===== src/rtl/conv3x3_window_mac.sv =====
// 3x3 valid-padding, stride-1 convolution engine: one output pixel per accepted
// pulse_start, fetched from synchronous-read pixel/weight memories, raster-ordered.
//
//  state | meaning
//  IDLE  | waiting for pulse_start
//  FETCH | issuing reads for taps k=0..8
//  DRAIN | last tap's data in flight, final accumulate
//  HOLD  | result presented, waiting for out_ready
module conv3x3_window_mac #(
  parameter int IMG_W  = 32,
  parameter int IMG_H  = 32,
  parameter int DATA_W = 8,
  parameter int ACC_W  = 24,
  parameter int ADDR_W = 10
) (
  input  logic                     clk,
  input  logic                     reset,
  input  logic                     pulse_start,
  output logic                     pix_rd_en,
  output logic [ADDR_W-1:0]        pix_addr,
  input  logic signed [DATA_W-1:0] pix_data,
  output logic [3:0]               w_addr,
  input  logic signed [DATA_W-1:0] w_data,
  output logic                     out_valid,
  input  logic                     out_ready,
  output logic signed [ACC_W-1:0]  out_data,
  output logic [7:0]               out_row,
  output logic [7:0]               out_col,
  output logic                     frame_done,
  output logic                     overrun
);

  typedef enum logic [1:0] {IDLE, FETCH, DRAIN, HOLD} state_t;

  state_t state, state_nxt;

  logic [3:0] k;
  logic [1:0] ki, kj;
  logic [7:0] row, col;
  logic signed [ACC_W-1:0] acc;
  logic acc_en;
  logic signed [2*DATA_W-1:0] prod;
  logic signed [ACC_W-1:0] prod_ext, sum;
  logic handshake, last_col, last_row;

  assign prod      = pix_data * w_data;
  assign prod_ext  = {{(ACC_W-2*DATA_W){prod[2*DATA_W-1]}}, prod};
  assign sum       = acc + prod_ext;
  assign handshake = (state == HOLD) && out_valid && out_ready;
  assign last_col  = (col == 8'(IMG_W-3));
  assign last_row  = (row == 8'(IMG_H-3));

  always_ff @(posedge clk or posedge reset) begin
    if (reset) state <= IDLE;
    else       state <= state_nxt;
  end

  always_comb begin
    state_nxt = state;
    pix_rd_en = 1'b0;
    pix_addr  = '0;
    w_addr    = '0;
    case (state)
      IDLE:  if (pulse_start) state_nxt = FETCH;
      FETCH: begin
        pix_rd_en = 1'b1;
        w_addr    = k;
        pix_addr  = ADDR_W'((int'(row) + int'(ki)) * IMG_W + int'(col) + int'(kj));
        if (k == 4'd8) state_nxt = DRAIN;
      end
      DRAIN: state_nxt = HOLD;
      HOLD:  if (out_ready) state_nxt = IDLE;
      default: state_nxt = IDLE;
    endcase
  end

  always_ff @(posedge clk or posedge reset) begin
    if (reset) begin
      k          <= '0;
      ki         <= '0;
      kj         <= '0;
      row        <= '0;
      col        <= '0;
      acc        <= '0;
      acc_en     <= 1'b0;
      out_valid  <= 1'b0;
      out_data   <= '0;
      out_row    <= '0;
      out_col    <= '0;
      frame_done <= 1'b0;
      overrun    <= 1'b0;
    end else begin
      // Read data trails its issue cycle by one, so accumulation is delayed to match.
      acc_en     <= (state == FETCH);
      frame_done <= 1'b0;
      if (acc_en) acc <= sum;

      if (state == IDLE && pulse_start) begin
        k   <= '0;
        ki  <= '0;
        kj  <= '0;
        acc <= '0;
      end

      if (state == FETCH) begin
        k <= k + 4'd1;
        if (kj == 2'd2) begin
          kj <= '0;
          ki <= ki + 2'd1;
        end else begin
          kj <= kj + 2'd1;
        end
      end

      if (state == DRAIN) begin
        out_data  <= sum;
        out_valid <= 1'b1;
        out_row   <= row;
        out_col   <= col;
      end

      if (handshake) begin
        out_valid <= 1'b0;
        if (last_col) begin
          col <= '0;
          if (last_row) begin
            row        <= '0;
            frame_done <= 1'b1;
          end else begin
            row <= row + 8'd1;
          end
        end else begin
          col <= col + 8'd1;
        end
      end

      if (pulse_start && state != IDLE) overrun <= 1'b1;
    end
  end

endmodule


===== config.mk =====
export PLATFORM = sky130hd
export DESIGN_NAME = conv3x3_window_mac
export DESIGN_NICKNAME = d
export VERILOG_FILES = /design/src/rtl/conv3x3_window_mac.sv
export SDC_FILE = /design/constraint.sdc
export NUM_CORES = 1
export LEC_CHECK = 0
export BUFFER_PORTS_ARGS = -buffer_cell sky130_fd_sc_hd__clkbuf_2
export CORE_UTILIZATION = 62
export DETAILED_ROUTE_END_ITERATION = 8
export PLACE_DENSITY_LB_ADDON = 0.15
export SLEW_MARGIN = 40
export SYNTH_ARGS = -nofsm -noshare
export SYNTH_HDL_FRONTEND = slang
export SYNTH_SLANG_ARGS = --single-unit

===== constraint.sdc =====
create_clock -name clk -period 6.59 [get_ports clk]
set_input_delay 1.6475 -clock clk [delete_from_list [all_inputs] [get_ports clk]]
set_output_delay 1.6475 -clock clk [all_outputs]
set_load 0.01 [all_outputs]

==> impl_metrics.csv <==
group,metric,value,unit
placed_design,place_inst,1106,
detailed_routing,drc,0,
timing,finalSetupViolCount,0,
cts,clock-sinks,94,
grt,gr-total-overflow,0,
logic_synthesis,synth_edf_count,0,
logic_synthesis,syn_inst,831,
run,drv_cap,0,
floorplanning,die_area,14400,µm²
cells_and_area,ff_latch_area,2350,µm²
cts,cts_tree,"built",
cells_and_area,multi_input_area,5780,µm²
logic_synthesis,synthesis.area,8630,µm²
logic_synthesis,ys.flop_type,"dfrtp_1",
timing,slew_headroom,0.480,
detailed_routing,drt_pre_antenna_iters,4,
timing,hold_viol,0,
logic_synthesis,avgSynthCellArea,10.4,µm²
setup_path,start_kind,"input port",
setup_path,crit_fanout,8,
detailed_routing,post_drt_wl_per_cell,16.5,µm
setup_path,arrival,6.61,ns
grt,grt_max_degree,71,
grt,grt_first_pass_wirelength,33000,µm
setup_path,path_class,"in -> reg",
cts,cts_root_buf,"clkbuf_16",
timing,rsz0062_at_grt,"false",
logic_synthesis,ys_ff_latch,94,
detailed_routing,routed_wl,18500,µm
grt,grt_pass1_vias,6839,
min_path,hold_depth,1,
floorplanning,start_util,0.644,
floorplanning,die_w,120,µm
timing,fin_crit,6.37,ns
detailed_routing,drt_iter0_markers,419,
logic_synthesis,yosys-top-cells-area,"dfrtp_1 (27%), fa_1 (25%), ha_1 (10%), inv_1 (5.0%), mux2_2 (4.7%)",
placed_design,pre_cts_slack,-0.166,ns
min_path,hp-class,"reg -> reg",
timing,clock.fmax,157,MHz
floorplanning,num_rows,42,
timing,finClkSkew,0.00971,ns
logic_synthesis,async_flop_share,1.00,
cells_and_area,final_core_util,0.734,
detailed_routing,route.antenna.remaining_nets,0,
timing,worst_pin_slew,0.780,ns
timing,finalCritPeriodShare,0.967,
placed_design,place_hpwl,14700,µm
logic_synthesis,synthesis.nets,1028,
floorplanning,core-area,13400,µm²
cells_and_area,fin_cells,1122,
grt,antenna_found_initial,0,
logic_synthesis,yosysWarnings,0,
status,status,"complete, no violations",
cts,clkTransAtPathRegs,0.07,ns
cells_and_area,diodes,0,
floorplanning,ios,78,
cts,cts_buffer_depth,2,
detailed_routing,vias_per_cell,5.64,
cells_and_area,fill_cells,956,
logic_synthesis,synth_seq_area_share,0.273,
placed_design,io_buffers,77,
cells_and_area,area_delta_synth_final,14.0,%
floorplanning,fp.dieH,120,µm
timing,slew_viol_final,0,
timing,tns,0,ns
grt,grt_usage,0.292,
cts,post_cts_buffers,0,
setup_path,endpoint_kind,"flop",
placed_design,place_congestion,0.917,
cells_and_area,layout-drive-gt1-share,0.196,
cells_and_area,nets,1138,
logic_synthesis,synth_top_area_frac,0.273,
cts,cts_buffers,9,
setup_path,ff2ff_path_depth,19,
setup_path,cp.required,6.83,ns
logic_synthesis,synth_top_area_cell,"dfrtp_1",
timing,setup_ws,0.216,ns
cts,worstSkewPairLatency,0.35,ns
cts,cts.htree.levels,3,
logic_synthesis,yosysUniqueCellTypes,57,
detailed_routing,vias,6333,
## logic make-up after synthesis
family                   count (synthesis)  synth area share
buffers and inverters                  139            0.0606
multiplexers                            57            0.0713
adder cells (fa/ha/maj)                177             0.349
flip-flops                              94             0.273
AND/OR/NAND/NOR                        215             0.126
AO/OA/AOI/OAI                          115            0.0841
XOR/XNOR                                34            0.0361
## layout by cell type (no fill, tap or decap), types with 2 or more instances in the layout
cell type and count:
o2111ai_1 2, or3_1 4, nor3_1 10, and2_2 2, a21boi_0 2, buf_4 44
clkbuf_16 9, fa_1 105, o31ai_1 5, nor2b_1 8, a21oi_2 2, a21oi_1 25
mux2i_1 21, o21ai_0 34, a31oi_1 5, and3_1 4, nor3b_1 3, a211oi_1 2
nand2_1 55, xor2_1 9, inv_8 2, o22ai_1 2, nand3b_1 2, xnor2_1 24
o211ai_1 4, and2_1 42, nand2b_1 5, o21bai_1 6, a21o_1 10, mux2_2 36
nor2_1 47, ha_1 70, dfrtp_1 94, clkbuf_2 77, inv_1 114, nand4_1 8
nand3_1 18, o21a_1 2
## critical path, cell delays in order
cell and delay (ns):
clkbuf_2 0.13, and2_1 0.20, fa_1 0.59, inv_1 0.09
fa_1 0.53, inv_1 0.06, fa_1 0.53, inv_1 0.06
fa_1 0.53, inv_1 0.05, ha_1 0.29, ha_1 0.34
a21oi_2 0.16, o21ai_1 0.10, or3b_1 0.40, o211ai_2 0.21
a211oi_2 0.12, or3_1 0.35, a31o_1 0.22
## state kept, by name, summed over array words and instances, names as in the netlist
signal,cells
acc,24
acc_en,1
col,8
frame_done,1
k,4
ki,2
kj,2
out_col,8
out_data,24
out_row,8
out_valid,1
overrun,1
row,8
state,2
## per-layer routing
layer / vias up / share of wire / GRT usage
met4: 0 / 0.021 / 0.0891
met5: - / 0 / 0
met1: 3196 / 0.44 / 0.387
met2: 150 / 0.51 / 0.499
li1: 2949 / - / -
met3: 38 / 0.034 / 0.0390
## cell usage after synthesis (all sizes together) (6+ instances only)
master  count
clkbuf     19
nand3      18
mux2i      21
o21bai      6
dfrtp      94
nand4       8
and2       45
nor2       47
o21ai      35
nand2      55
a21o       10
inv       115
fa        106
nor2b       8
nor3       10
a21oi      27
xnor2      24
ha         71
xor2        9
mux2       36
## layout make-up
| class | instances | area share |
|---|---|---|
| clock buffer | 10 | 0.0243 |
| clock inverter | 6 | 0.00789 |
| inverter | 116 | 0.0445 |
| multi-input combinational | 598 | 0.588 |
| sequential | 94 | 0.239 |
| tap | 176 | 0.0224 |
| timing repair buffer | 122 | 0.0739 |
## path summary, 6_finish.rpt
path,from,to,slack [ns]
max,pix_data[7],out_data[22],0.22
min,out_col[6],out_col[6],0.51
max reg2reg,acc[4],acc[20],1.61
min reg2reg,out_col[6],out_col[6],0.51
max in group asynchronous,reset,acc[19],4.41
min in group asynchronous,reset,out_data[2],1.25
## per-stage QoR
step | cell area, µm² | hold WS, ns
2_1_floorplan | 8630 | 0.463
3_3_place_gp | 9490 | 0.460
3_5_place_dp | 9500 | 0.488
4_1_cts | 9820 | 0.513
5_1_grt | 9840 | 0.516
6_report | 9840 | 0.510
## timing repair
| item | in CTS | in global routing |
|---|---|---|
| hold endpoints to repair | 0 | 0 |
| hold buffers | 0 | 0 |
| setup endpoints to repair | 0 | 1 |
| resized for setup | 0 | 3 |
Power is left out: the tool's default activity adds up to more than one toggle a clock period on the data nets, which glitch-free logic cannot reach.
